### config.mk
export PLATFORM = sky130hd
export DESIGN_NAME = mm_timer_slave
export DESIGN_NICKNAME = d
export VERILOG_FILES = /design/src/rtl/mm_timer_slave.sv
export SDC_FILE = /design/constraint.sdc
export NUM_CORES = 1
export LEC_CHECK = 0
export CORE_ASPECT_RATIO = 0.6
export CORE_UTILIZATION = 55
export DETAILED_ROUTE_END_ITERATION = 7
export GPL_ROUTABILITY_DRIVEN = 0
export PLACE_DENSITY = 0.81
export SKIP_CTS_REPAIR_TIMING = 1
export SYNTH_ARGS = -nofsm -noshare
export SYNTH_HDL_FRONTEND = slang
export SYNTH_SLANG_ARGS = --single-unit
### constraint.sdc
create_clock -name clk -period 2.8 [get_ports clk]
set_input_delay 0.42 -clock clk [delete_from_list [all_inputs] [get_ports clk]]
set_output_delay 0.42 -clock clk [all_outputs]
set_load 0.05 [all_outputs]
### src/rtl/mm_timer_slave.sv
// Memory-mapped prescaled timer slave: compare match, one-shot/auto-reload, sticky match flag, irq.
// Optional PWM output and DUTY register (offset 5) when TIMER_PWM_EN is defined.
module mm_timer_slave #(
  parameter int DATA_WIDTH  = 32,
  parameter int PRESC_WIDTH = 16
) (
  input  logic                  clk,
  input  logic                  rst_n,
  input  logic [DATA_WIDTH-1:0] wd,
  input  logic [31:0]           address,
  input  logic                  we,
  input  logic                  re,
  output logic [DATA_WIDTH-1:0] rd,
`ifdef TIMER_PWM_EN
  output logic                  pwm_out,
`endif
  output logic                  irq
);

  typedef enum logic [1:0] {
    ST_IDLE = 2'b00,
    ST_RUN  = 2'b01,
    ST_DONE = 2'b10
  } state_t;

  localparam logic [2:0] OFF_CTRL   = 3'd0;
  localparam logic [2:0] OFF_PRESC  = 3'd1;
  localparam logic [2:0] OFF_CMP    = 3'd2;
  localparam logic [2:0] OFF_COUNT  = 3'd3;
  localparam logic [2:0] OFF_STATUS = 3'd4;
`ifdef TIMER_PWM_EN
  localparam logic [2:0] OFF_DUTY   = 3'd5;
`endif

  state_t                  state_q, state_d;
  logic [2:0]              ctrl_q, ctrl_d;
  logic [PRESC_WIDTH-1:0]  presc_q, presc_d;
  logic [PRESC_WIDTH-1:0]  pcnt_q, pcnt_d;
  logic [DATA_WIDTH-1:0]   compare_q, compare_d;
  logic [DATA_WIDTH-1:0]   count_q, count_d;
  logic                    match_q, match_d;
  logic                    irq_q, irq_d;
`ifdef TIMER_PWM_EN
  logic [DATA_WIDTH-1:0]   duty_q, duty_d;
  logic                    pwm_q, pwm_d;
`endif

  logic [2:0] offset;
  logic       tick;
  logic       match_set;
  logic       unused_addr_bits;

  assign offset           = address[4:2];
  assign unused_addr_bits = ^{address[31:5], address[1:0]};

  // Next-state: timer evolution first, then CPU writes override where they collide.
  always_comb begin
    state_d   = state_q;
    ctrl_d    = ctrl_q;
    presc_d   = presc_q;
    pcnt_d    = pcnt_q;
    compare_d = compare_q;
    count_d   = count_q;
    tick      = 1'b0;
    match_set = 1'b0;
`ifdef TIMER_PWM_EN
    duty_d    = duty_q;
`endif

    if (state_q == ST_RUN) begin
      if (pcnt_q == presc_q) begin
        pcnt_d = '0;
        tick   = 1'b1;
      end else begin
        pcnt_d = pcnt_q + 1'b1;
      end
    end

    if (tick) begin
      if (count_q == compare_q) begin
        match_set = 1'b1;
        if (ctrl_q[1]) begin
          count_d = '0;
        end else begin
          state_d   = ST_DONE;
          ctrl_d[0] = 1'b0;
        end
      end else begin
        count_d = count_q + 1'b1;
      end
    end

    if (we) begin
      case (offset)
        OFF_CTRL: begin
          ctrl_d = wd[2:0];
          if (wd[0]) begin
            state_d = ST_RUN;
            if (state_q == ST_DONE) begin
              count_d = '0;
              pcnt_d  = '0;
            end
          end else begin
            state_d = ST_IDLE;
            pcnt_d  = '0;
          end
        end
        OFF_PRESC: presc_d   = wd[PRESC_WIDTH-1:0];
        OFF_CMP:   compare_d = wd;
        OFF_COUNT: count_d   = wd;
`ifdef TIMER_PWM_EN
        OFF_DUTY:  duty_d    = wd;
`endif
        default: ;
      endcase
    end

    // A match set in the same cycle as a write-1-to-clear keeps the flag set.
    match_d = (match_q & ~(we && (offset == OFF_STATUS) && wd[0])) | match_set;
    irq_d   = match_q & ctrl_q[2];
`ifdef TIMER_PWM_EN
    pwm_d   = (state_q == ST_RUN) && (count_q < duty_q);
`endif
  end

  always_ff @(posedge clk or negedge rst_n) begin
    if (!rst_n) begin
      state_q   <= ST_IDLE;
      ctrl_q    <= '0;
      presc_q   <= '0;
      pcnt_q    <= '0;
      compare_q <= '0;
      count_q   <= '0;
      match_q   <= 1'b0;
      irq_q     <= 1'b0;
`ifdef TIMER_PWM_EN
      duty_q    <= '0;
      pwm_q     <= 1'b0;
`endif
    end else begin
      state_q   <= state_d;
      ctrl_q    <= ctrl_d;
      presc_q   <= presc_d;
      pcnt_q    <= pcnt_d;
      compare_q <= compare_d;
      count_q   <= count_d;
      match_q   <= match_d;
      irq_q     <= irq_d;
`ifdef TIMER_PWM_EN
      duty_q    <= duty_d;
      pwm_q     <= pwm_d;
`endif
    end
  end

  // Zero-latency read path; a simultaneous write is not visible until the next cycle.
  always_comb begin
    rd = '0;
    if (re) begin
      case (offset)
        OFF_CTRL:   rd[2:0]             = ctrl_q;
        OFF_PRESC:  rd[PRESC_WIDTH-1:0] = presc_q;
        OFF_CMP:    rd                  = compare_q;
        OFF_COUNT:  rd                  = count_q;
        OFF_STATUS: rd[2:0]             = {state_q, match_q};
`ifdef TIMER_PWM_EN
        OFF_DUTY:   rd                  = duty_q;
`endif
        default:    rd                  = '0;
      endcase
    end
  end

  assign irq = irq_q;
`ifdef TIMER_PWM_EN
  assign pwm_out = pwm_q;
`endif

endmodule

==> results.json <==
{
  "grt_pass1_vias": 5981,
  "dpl.cell_count": 902,
  "setup_tns_ns": 0,
  "critPathMaxFanout": 7,
  "hpwl_mm": 14.8,
  "mostFrequentLayoutCells": "dfrtp_1 (102), nand2_1 (60), mux2_2 (60)",
  "chipWidth_um": 143,
  "critical_path_class": "reg -> reg",
  "fin_nets": 823,
  "swShare_pct": 35.7,
  "avgSynthCellArea_um2": 9.64,
  "clk_latency_ns": 0.36,
  "power_density_mw_per_mm2": 577,
  "die_h_um": 86.5,
  "firstDrtPassIters": 6,
  "drt_iter0_markers": 888,
  "p_int_uw": 3050,
  "via_per_inst": 6.64,
  "layout_commonest_cell": "dfrtp_1",
  "clock.fmax_ghz": 0.367,
  "vias": 6092,
  "core_area_mm2": 0.0114,
  "p_leak_uw": 0.00328,
  "yosys_warnings": 0,
  "overflow": 0,
  "vdd_ir_drop_max_v": 0.000361,
  "grt_antenna_before_repair": 0,
  "p_clk_share_pct": 26.1,
  "pre_cts_ws_ns": 0.141,
  "synth_area_mm2": 0.00655,
  "p_sw_uw": 1690,
  "antenna_cells": 0,
  "endpoint_kind": "flip-flop",
  "grt_max_degree": 104,
  "ys_ff_latch": 103,
  "cts_buffers": 9,
  "required_ns": 3.05,
  "cp.arrival_ns": 2.97,
  "status": "complete, no violations",
  "cts_root_buf": "clkbuf_16",
  "drv_slew": 0,
  "r2r-end": "count_q[31]",
  "drtAntennaViolNets": 0,
  "setup_viol": 0,
  "tightest_slew_ns": 0.676,
  "grt_usage_pct": 35.1,
  "area_growth_pct": 25.6,
  "async_reset_ff_share_pct": 100,
  "finClkSkew_ns": 0.00842,
  "synth_cell_types": 61,
  "maxSlewHeadroom_pct": 54.7,
  "fp-row-count": 30,
  "startpoint_type": "flip-flop",
  "grt_pass1_wl_mm": 32.7,
  "clk_pin_slew_ns": 0.07,
  "p_seq_share_pct": 45.4,
  "period_needed_ns": 2.72,
  "fin_ws_ns": 0.0778,
  "syn_inst": 679,
  "rsz0062_at_grt": "false",
  "stdcell_count": 918,
  "start_util_pct": 57.2,
  "drt_wl_total_mm": 20.5,
  "wl_per_cell_um": 22.3,
  "tritoncts": "built",
  "layout-drive-gt1-share_pct": 23.1,
  "io_buffers": 71,
  "cts_buffer_depth": 2,
  "holdCritPathClass": "in -> async",
  "max-cap-violations": 0,
  "ys_seq_area_share_pct": 39.4,
  "finalHoldViolCount": 0,
  "syn-num-nets": 749,
  "fin_total_pwr_uw": 4740,
  "finalCritPeriodShare_pct": 97.2,
  "rr_startpoint": "pcnt_q[11]",
  "h-tree-depth": 3,
  "drc_errors": 0,
  "ys.flop_type": "dfrtp_1",
  "io_pins": 101,
  "combPwrFrac_pct": 28.4,
  "ff2ff_setup_slack_ns": 0.08,
  "rr_worst_depth": 6,
  "numClockSinks": 103,
  "crit_start": "pcnt_q[11]",
  "dieArea_mm2": 0.0124,
  "synth_edf_count": 0
}
[registers in the layout (all words and copies together) (netlist names)]
signal / count
irq: 1
match_q: 1
count_q: 32
presc_q: 16
state_q: 2
compare_q: 32
ctrl_q: 3
pcnt_q: 16
[how the worst max path moves through the flow]
stage,to,cells after the start
after floorplan,rd[23],5
after global placement,count_q[31],6
after detailed placement,count_q[18],7
after CTS,count_q[5],7
after global routing,count_q[31],8
final,count_q[31],6
[cells in the mapped netlist (all sizes together), types with 2 or more instances]
cell type,instances,share of area [%]
dfrtp,103,39
mux2,61,10
nand2,60,3.4
xor2,59,7.9
nor2,53,3.0
clkbuf,33,1.9
a22oi,30,3.4
o21ai,29,2.6
nand4,22,2.2
o211ai,21,2.4
nand3,19,1.5
nor2b,19,1.8
nor4,17,1.7
inv,16,0.92
and3,14,1.4
nor3,14,1.1
buf,13,1.3
and2,11,1.1
xnor2,11,1.5
o31ai,9,1.0
a2111oi,7,2.7
o2111ai,6,0.80
a21oi,5,0.38
a31o,5,0.67
mux2i,5,0.76
a31oi,4,0.38
or4,4,0.57
and4,3,0.40
a211oi,2,0.38
a41oi,2,0.27
ha,2,0.38
nand2b,2,0.19
nor3b,2,0.23
or3,2,0.19
[critical path: stages, from the launching register on]
cell,delay (ns)
dfrtp_1,0.47
xor2_1,0.21
or4_4,0.57
or4_4,0.64
a2111oi_4,0.47
xnor2_1,0.19
o21ai_2,0.06
[metal layers]
layer,track usage (%),share of wire [%],up-vias
met1,51.5,43,2975
met3,9.17,11,55
met4,9.68,2.0,0
li1,-,-,2625
met5,0,0,-
met2,51.3,43,437
[power groups by stage]
| stage | clock network [uW] | logic (uW) | registers, uW |
|---|---|---|---|
| finish | 1240 | 1350 | 2160 |
| global route | 1300 | 1440 | 2190 |
| CTS | 1230 | 1310 | 2140 |
| detailed placement | 0 | 1290 | 2160 |
| global placement | 0 | 1250 | 2120 |
| floorplan | 0 | 856 | 2030 |
[logic make-up (layout without fill, tap and decap cells)]
group                      count (synthesis)  in the layout  synth area share, %
and+or+nand+nor                          247            247                 19.4
xor gates and xnor gates                  70             70                 9.36
adders and majority gates                  2              2                0.382
buffers and inverters                     63            142                 4.15
muxes                                     66             66                 11.3
AOI/OAI and AO/OA                        128            128                 16.1
DFF                                      103            103                 39.4
[cell type report]
cell class              instances  area [um2]
multi-input cells             513        3730
fillers                       791        3230
repair buffers                109        1360
clock buffers                  12         256
flip-flops and latches        103        2580
well taps                     160         200
inverters                      17        63.8
clock inverters                 4        30.0
[through the flow]
step / instance area, um2 / hold WS (ns) / util, %
2_1_floorplan: 6550 / 0.124 / -
3_3_place_gp: 7910 / 0.499 / 69.1
3_5_place_dp: 7910 / 0.498 / 69.1
4_1_cts: 8200 / 0.162 / 71.6
5_1_grt: 8220 / 0.145 / 71.8
6_report: 8220 / 0.0847 / 71.8
Note: power is estimated with default switching activity, not from simulation.
